### src/rtl/alu_op_arbiter.sv
// Round-robin arbiter that serialises one request onto the ALU line and collects the 3-word reply.
// Strictly one op in flight; req_valid is ignored while busy. Define ALU_ARB_PARITY_CHK_EN to flag reply parity errors.
module alu_op_arbiter #(
  parameter int NREQ     = 2,
  parameter int MAX_ARGS = 9,
  parameter int TIMEOUT  = 64,
  localparam int AW      = $clog2(MAX_ARGS + 1)
) (
  input  logic                       clk,
  input  logic                       rst,
  input  logic [NREQ-1:0]            req_valid,
  output logic [NREQ-1:0]            req_ready,
  input  logic [NREQ*8-1:0]          req_cmd,
  input  logic [NREQ*AW-1:0]         req_nargs,
  input  logic [NREQ*MAX_ARGS*8-1:0] req_args,
  output logic [NREQ-1:0]            rsp_valid,
  output logic [7:0]                 rsp_status,
  output logic [15:0]                rsp_data,
  output logic                       rsp_err,
  output logic                       busy,
  output logic                       alu_sin,
  input  logic                       alu_sout
);

  localparam int GW = (NREQ > 1) ? $clog2(NREQ) : 1;
  localparam int TW = $clog2(TIMEOUT + 1);

`ifdef ALU_ARB_PARITY_CHK_EN
  localparam bit PAR_CHK = 1'b1;
`else
  localparam bit PAR_CHK = 1'b0;
`endif

  typedef enum logic [2:0] {IDLE, SEND, WAIT_RSP, RECV, DONE} state_t;

  state_t          state;
  logic [GW-1:0]   last;
  logic [GW-1:0]   owner;
  logic [7:0]      cmd_q;
  logic [AW-1:0]   nargs_q;
  logic [7:0]      args_q [MAX_ARGS];
  logic [3:0]      bit_cnt;
  logic [AW-1:0]   word_idx;
  logic [TW-1:0]   tmr;
  logic [9:0]      rx_sh;
  logic [1:0]      rx_idx;
  logic            err_q;
  logic [7:0]      sts_q;
  logic [7:0]      hi_q;
  logic [7:0]      lo_q;

  logic            gnt_any;
  logic [GW-1:0]   gnt_idx;
  logic [GW-1:0]   cand;
  logic [AW-1:0]   gnt_nargs;
  logic            gnt_bad;
  logic [NREQ-1:0] gnt_oh;
  logic [NREQ-1:0] own_oh;
  logic [9:0]      cur_word;

  function automatic logic [9:0] mk_word(input logic t, input logic [7:0] p);
    return {t, p, ^{t, p}};
  endfunction

  // Frame position 0 is the start bit, 1..10 the word MSB first, 11 the stop bit.
  function automatic logic tx_bit(input logic [9:0] w, input logic [3:0] pos);
    if (pos == 4'd0)       return 1'b0;
    else if (pos >= 4'd11) return 1'b1;
    else                   return w[4'd10 - pos];
  endfunction

  always_comb begin
    gnt_any = 1'b0;
    gnt_idx = '0;
    cand    = '0;
    for (int i = 1; i <= NREQ; i++) begin
      cand = GW'((int'(last) + i) % NREQ);
      if (!gnt_any && req_valid[cand]) begin
        gnt_any = 1'b1;
        gnt_idx = cand;
      end
    end
  end

  always_comb begin
    gnt_nargs = req_nargs[gnt_idx*AW +: AW];
    gnt_bad   = (gnt_nargs == '0) || (gnt_nargs > AW'(MAX_ARGS));
    gnt_oh    = NREQ'(1) << gnt_idx;
    own_oh    = NREQ'(1) << owner;
    if (word_idx < nargs_q) cur_word = mk_word(1'b0, args_q[word_idx]);
    else                    cur_word = mk_word(1'b1, cmd_q);
  end

  always_ff @(posedge clk or posedge rst) begin
    if (rst) begin
      state      <= IDLE;
      last       <= GW'(NREQ - 1);
      owner      <= '0;
      cmd_q      <= '0;
      nargs_q    <= '0;
      for (int k = 0; k < MAX_ARGS; k++) args_q[k] <= '0;
      bit_cnt    <= '0;
      word_idx   <= '0;
      tmr        <= '0;
      rx_sh      <= '0;
      rx_idx     <= '0;
      err_q      <= 1'b0;
      sts_q      <= '0;
      hi_q       <= '0;
      lo_q       <= '0;
      req_ready  <= '0;
      rsp_valid  <= '0;
      rsp_status <= '0;
      rsp_data   <= '0;
      rsp_err    <= 1'b0;
      busy       <= 1'b0;
      alu_sin    <= 1'b1;
    end else begin
      req_ready <= '0;
      rsp_valid <= '0;
      case (state)
        IDLE: begin
          if (gnt_any) begin
            owner     <= gnt_idx;
            last      <= gnt_idx;
            req_ready <= gnt_oh;
            busy      <= 1'b1;
            cmd_q     <= req_cmd[gnt_idx*8 +: 8];
            nargs_q   <= gnt_nargs;
            for (int k = 0; k < MAX_ARGS; k++)
              args_q[k] <= req_args[(int'(gnt_idx) * MAX_ARGS + k) * 8 +: 8];
            bit_cnt   <= '0;
            word_idx  <= '0;
            sts_q     <= '0;
            hi_q      <= '0;
            lo_q      <= '0;
            // Bad lengths are still accepted so the requester gets an error reply.
            if (gnt_bad) begin
              err_q <= 1'b1;
              state <= DONE;
            end else begin
              err_q   <= 1'b0;
              alu_sin <= 1'b0;
              state   <= SEND;
            end
          end
        end
        SEND: begin
          if (bit_cnt == 4'd11) begin
            if (word_idx == nargs_q) begin
              alu_sin <= 1'b1;
              tmr     <= '0;
              rx_idx  <= '0;
              state   <= WAIT_RSP;
            end else begin
              word_idx <= word_idx + 1'b1;
              bit_cnt  <= '0;
              alu_sin  <= 1'b0;
            end
          end else begin
            bit_cnt <= bit_cnt + 4'd1;
            alu_sin <= tx_bit(cur_word, bit_cnt + 4'd1);
          end
        end
        WAIT_RSP: begin
          if (!alu_sout) begin
            bit_cnt <= '0;
            state   <= RECV;
          end else if (tmr == TW'(TIMEOUT - 1)) begin
            err_q <= 1'b1;
            sts_q <= '0;
            hi_q  <= '0;
            lo_q  <= '0;
            state <= DONE;
          end else begin
            tmr <= tmr + 1'b1;
          end
        end
        RECV: begin
          if (bit_cnt == 4'd10) begin
            // Status word carries type 1, the two data words type 0.
            if (!alu_sout || (rx_sh[9] != (rx_idx == 2'd0))) err_q <= 1'b1;
            if (PAR_CHK && (rx_sh[0] != ^rx_sh[9:1])) err_q <= 1'b1;
            case (rx_idx)
              2'd0:    sts_q <= rx_sh[8:1];
              2'd1:    hi_q  <= rx_sh[8:1];
              default: lo_q  <= rx_sh[8:1];
            endcase
            if (rx_idx == 2'd2) begin
              state <= DONE;
            end else begin
              rx_idx <= rx_idx + 2'd1;
              tmr    <= '0;
              state  <= WAIT_RSP;
            end
          end else begin
            rx_sh   <= {rx_sh[8:0], alu_sout};
            bit_cnt <= bit_cnt + 4'd1;
          end
        end
        DONE: begin
          rsp_valid  <= own_oh;
          rsp_status <= sts_q;
          rsp_data   <= {hi_q, lo_q};
          rsp_err    <= err_q;
          busy       <= 1'b0;
          state      <= IDLE;
        end
        default: state <= IDLE;
      endcase
    end
  end

endmodule
### config.mk
export PLATFORM = sky130hd
export DESIGN_NAME = alu_op_arbiter
export DESIGN_NICKNAME = d
export VERILOG_FILES = /design/src/rtl/alu_op_arbiter.sv
export SDC_FILE = /design/constraint.sdc
export NUM_CORES = 1
export LEC_CHECK = 0
export CAP_MARGIN = 10
export CELL_PAD_IN_SITES_DETAIL_PLACEMENT = 0
export CELL_PAD_IN_SITES_GLOBAL_PLACEMENT = 1
export CORE_UTILIZATION = 42
export CTS_CLUSTER_SIZE = 16
export DETAILED_ROUTE_END_ITERATION = 16
export PLACE_DENSITY_LB_ADDON = 0.1
export SLEW_MARGIN = 20
export SYNTH_ARGS = -nofsm -noshare
export SYNTH_HDL_FRONTEND = slang
export SYNTH_SLANG_ARGS = --single-unit
### constraint.sdc
create_clock -name clk -period 9.04 [get_ports clk]
set_clock_uncertainty 0.15 [all_clocks]
set_input_delay 1.808 -clock clk [delete_from_list [all_inputs] [get_ports clk]]
set_output_delay 1.808 -clock clk [all_outputs]
set_load 0.05 [all_outputs]
; Word level (Yosys, flattened, before mapping)
; Cells that the tools add are included.
[totals]
reg_bits = 172
in_bits = 173
word_cells = 203
[classes]
addsub = 15
multipliers = 1
magnitude_cmp = 7
eq_ne = 29
n_shift = 13
mux = 75
bitwise_logic = 2
n_reduce_logical = 31
[op_table]
columns = op, n
row1 = indexed part select 144 x 32 -> 8 bit, 8
row2 = indexed part select 144 x 10 -> 8 bit, 1
row3 = "adder 29 x 4 -> 29 bit, second input constant", 4
row4 = 2-to-1 mux 8 bit, 11
row5 = one-hot mux 8 bit (3 select lines), 3
row6 = "adder 29 x 3 -> 29 bit, second input constant", 2
row7 = 2-to-1 mux 7 bit, 6
row8 = binary-select mux 8 bit (select 4 bit), 1
row9 = "!= test 2 bit, second input constant", 15
row10 = "adder 29 x 2 -> 29 bit, second input constant", 1
row11 = 2-to-1 mux 4 bit, 7
row12 = 2-to-1 mux 3 bit, 8
row13 = AND reduction 6 bit, 4
row14 = 2-to-1 mux 1 bit, 22
row15 = one-hot mux 7 bit (3 select lines), 1
row16 = XOR reduction 9 bit, 2
row17 = one-hot mux 4 bit (4 select lines), 1
row18 = indexed part select 16 x 5 -> 8 bit, 1
row19 = AND reduction 5 bit, 3
row20 = 2-to-1 mux 2 bit, 7
row21 = one-hot mux 3 bit (4 select lines), 1
row22 = 2-to-1 mux 10 bit, 1
row23 = "adder 4 x 1 -> 4 bit, second input constant", 2
row24 = "== test 4 bit, second input constant", 2
row25 = 45 further kinds, 59

; Longest topological paths before layout
[depth]
ltp_word = 13
ltp_mapped = 13
depth_no_buf = 10

; Least setup slack after synthesis
; No wires, ideal clock.
[synth_timing]
kind = in2reg
startpoint = input port req_nargs[4]
endpoint = register alu_sin
arrival_ps = 3249
slack_ps = 5564
path_stages = 8
path_buffers = 0
cell_sequence = or4_1 > nand3_1 > o311ai_0 > a21boi_0 > o21bai_1 > a41oi_1 > a2bb2oi_1 > a31oi_1
[synth_between]
elab_chain_cells = 5
[synth_lines]
columns = element, line
row1 = from (decl), 14  ; input logic [NREQ*AW-1:0] req_nargs,
row2 = indexed part select 8 x 4 -> 4 bit (*), 86  ; gnt_nargs = req_nargs[gnt_idx*AW +: AW];
row3 = > comparator 4 bit / logical NOT 4 bit (equally long branches), 87  ; gnt_bad = (gnt_nargs == '0) || (gnt_nargs > AW'(MAX_ARGS));
row4 = logical OR 1 bit (*), 87
row5 = != test 2 bit (no source line) (*), --
row6 = AND reduction 3 bit (no source line) (*), --
row7 = to (signal assigned), 162  ; alu_sin <= tx_bit(cur_word, bit_cnt + 4'd1);
row8 = to (decl), 21  ; output logic alu_sin,
; Every way passes the cells marked *; elsewhere a longest branch is shown, timed or not.
; A chain may end at the register's enable or synchronous reset.

; Final worst setup path
[layout_timing]
startpoint = input port req_valid[1]
endpoint = register alu_sin
[layout_between]
elab_chain_cells = 11
[layout_lines]
columns = element, line
row1 = from (decl), 11  ; input logic [NREQ-1:0] req_valid,
row2 = 2-to-1 mux 1 bit (not written as such) (2 in a row), 78  ; if (!gnt_any && req_valid[cand]) begin
row3 = 2-to-1 mux 1 bit, 78
row4 = logical NOT 1 bit, 78
row5 = logical AND 1 bit, 78
row6 = 2-to-1 mux 1 bit, 78
row7 = indexed part select 8 x 4 -> 4 bit, 86
row8 = > comparator 4 bit / logical NOT 4 bit (equally long branches), 87
row9 = logical OR 1 bit, 87
row10 = != test 2 bit (no source line), --
row11 = AND reduction 3 bit (no source line) (*), --
; Every way passes the cells marked *; elsewhere a longest branch is shown, timed or not. The select of a mux whose other input is x is not followed.

==> reports/summary.txt <==
Fin. Hold Viols = 0
Setup violators final = 0
Req. time, crit path = 9230 ps
First-pass DRT Iterations = 4
Distinct cells, synth = 57
RSZ-0062 raised after global routing = no
Max-slew violations = 0
CP delay by family, top = compound AO/OA/AOI/OAI gates
# IOs = 204
Worst vdd rail ir drop = 0.0000911 V
WL final = 20.4 mm
Number of flops mapped to enable cells by yosys = 0
Synth area leader = dfrtp_1
Placed instance area = 0.0109 mm²
Port Buffers = 203
Post_cts resized = 0
Non-Filler Instances = 1,304
Area Overhead vs Synth = 32.1%
Power Density = 141 mW/mm²
Mean routed wirelength per cell = 15.7 µm
Die area = 0.0213 mm²
Crit-path cells = clkdlybuf4s50_1, a21boi_4, buf_4, nand3_1, o311ai_0, a21boi_0, o21bai_1, a41oi_1, a2bb2oi_1, a31oi_1
Post-CTS setup buffers = 0
Leakage = 5.19 nW
Tcrit/Tclk final = 47.6%
Outcome = complete, no violations
H-tree depth = 4
Total Routing Usage GR = 20.0%
Bufs and invs on worst path = 2
Slowest-stage cell, CP = buf_4
FMAX = 0.232 GHz
Clk_lat worst skew = 420 ps
GRT overflow = 0
CTS Root Cell = clkbuf_16
Vias per inst = 5.03
Synth top area cells = dfrtp_1, mux2i_1, o21ai_0
Synthesized instance count = 847
CORE AREA = 0.0203 mm²
Yosys top cell area share = 48.8%
Die height = 146 µm
Max Buffers Root-to-Sink = 2
Site row count = 52
Residual DRC count = 0
Hold Buf Count CTS = 0
Synth warn = 0
Initial core utilization = 43.0%
Global placement routability congestion = 0.793
Antenna Cells = 0
DPL Wire Length = 14.9 mm
Share of cells above drive strength 1 = 10.3%
TritonCTS clock tree = built
Worst-margin pin slew = 1060 ps
Initial antenna violation count = 0
Nets = 1,207
Clock slew at reported path FFs = 70 ps
Slew headroom = 28.6%
CP Data Arrival Time = 4490 ps
Synth Cell Area = 0.00872 mm²
Tmin final = 4300 ps
Worst-path maximum fanout = 53
# fillers = 1,870
Critical path capture point type = flop
First-pass GRT wire length = 34.0 mm
Tightest Hold Check Type = flop to flop
Sequential-to-total area share from yosys stat = 49.4%
Commonest non-fill, non-tap cells in the layout = clkdlybuf4s50_1, dfrtp_1, nand2_1
Post-synth top flop = dfrtp_1
Antenna Nets Post-Route = 0
Register bit total from synthesis = 172
Max-cap violations = 0
Inst Count DP = 1,272
Average size of a mapped cell = 10.3 µm²
Vias in the first global route = 6,627
Worst Setup Start Kind = primary input
Clock sinks = 172
Initial DRC Count = 272
Cell area after layout = 0.0115 mm²
TritonCTS Buffers = 17
Via Count = 6,563
Setup TNS = 0 ps
Largest stage delay, worst path = 630 ps
Die width = 146 µm
Commonest non-fill, non-tap cell in the layout = clkdlybuf4s50_1
Mapped Nets = 1,033
Critical path class = primary input to flop
Async set-reset flop share out of synthesis = 100%
Largest net degree at the start of global routing = 134
## power by group
part           internal [mW]  switching (mW)
Sequential             0.770        0.000113
Clock                  0.394           0.320
Combinational         0.0858          0.0513
## flip-flops by register name, summed over array words and instances (netlist names)
signal	count
alu_sin	1
args_q	72
bit_cnt	4
busy	1
cmd_q	8
err_q	1
hi_q	8
last	1
lo_q	8
nargs_q	4
owner	1
req_ready	2
rsp_data	16
rsp_err	1
rsp_status	8
rsp_valid	2
rx_idx	2
rx_sh	10
state	3
sts_q	8
tmr	7
word_idx	4
## cells in the mapped netlist (3+ instances only)
cell	count
mux4_2	5
mux4_1	3
o21ai_0	121
a21oi_1	10
nand4_1	5
and3_1	3
buf_2	5
a22o_1	3
o31a_1	3
a21o_1	3
a31oi_1	5
mux2_2	52
xnor2_1	17
o22ai_1	9
nand2b_1	4
and2_1	4
nor3_1	6
inv_1	21
nor2_1	31
clkbuf_1	36
buf_1	11
dfrtp_1	170
xor2_1	9
o21a_1	5
nand3_1	18
nand2_1	139
nor2b_1	5
ha_1	13
o31ai_1	10
mux2i_1	87
## per-stage QoR
| step | utilization (%) | setup slack [ps] | hold slack (ps) | total power, mW |
|---|---|---|---|---|
| finish | 56.7 | 4740 | 299 | 1.62 |
| global route | 56.7 | 4460 | 343 | 1.69 |
| CTS | 56.7 | 4720 | 301 | 1.64 |
| detailed placement | 53.9 | 4280 | 292 | 0.924 |
| global placement | 53.9 | 4360 | 285 | 0.924 |
| floorplan | - | 2430 | 267 | 0.832 |
## final timing paths
path | start | endpoint | slack [ps] | cells after the start
hold / removal | owner | rsp_valid[0] | 300 | 1
setup reg to reg | state[1] | alu_sin | 5850 | 8
setup / recovery | req_valid[1] | alu_sin | 4740 | 10
hold reg to reg | owner | rsp_valid[0] | 300 | 1
min in group asynchronous | rst | tmr[3] | 1810 | 2
max in group asynchronous | rst | args_q[0] | 5450 | 3
## metal layers
layer | routed length, µm | vias to the layer above | GRT usage (%)
met5 | 0 | - | 0
met4 | 195 | 0 | 4.48
met3 | 736 | 13 | 4.00
met2 | 10000 | 152 | 33.8
met1 | 9460 | 3070 | 26.7
li1 | - | 3328 | -
## cells by family (layout without fill, tap and decap cells)
logic type	count (synthesis)	in the layout	share of synthesized area (%)
DFF	172	172	49.4
buffers and inverters	77	264	3.70
xor gates and xnor gates	26	26	2.61
adders and majority gates	13	13	1.87
and+or+nand+nor	225	225	11.2
muxes	147	147	18.9
AOI/OAI and AO/OA	187	187	12.3
## area by class of cell
class	instances	area [µm²]	area share (%)
timing repair buffer	210	2090	18.1
tap	270	338	2.93
clock buffer	19	443	3.85
clock inverter	13	126	1.10
sequential	172	4310	37.4
multi-input combinational	598	4130	35.8
inverter	22	87.6	0.760
(Power assumes the default switching activity.)
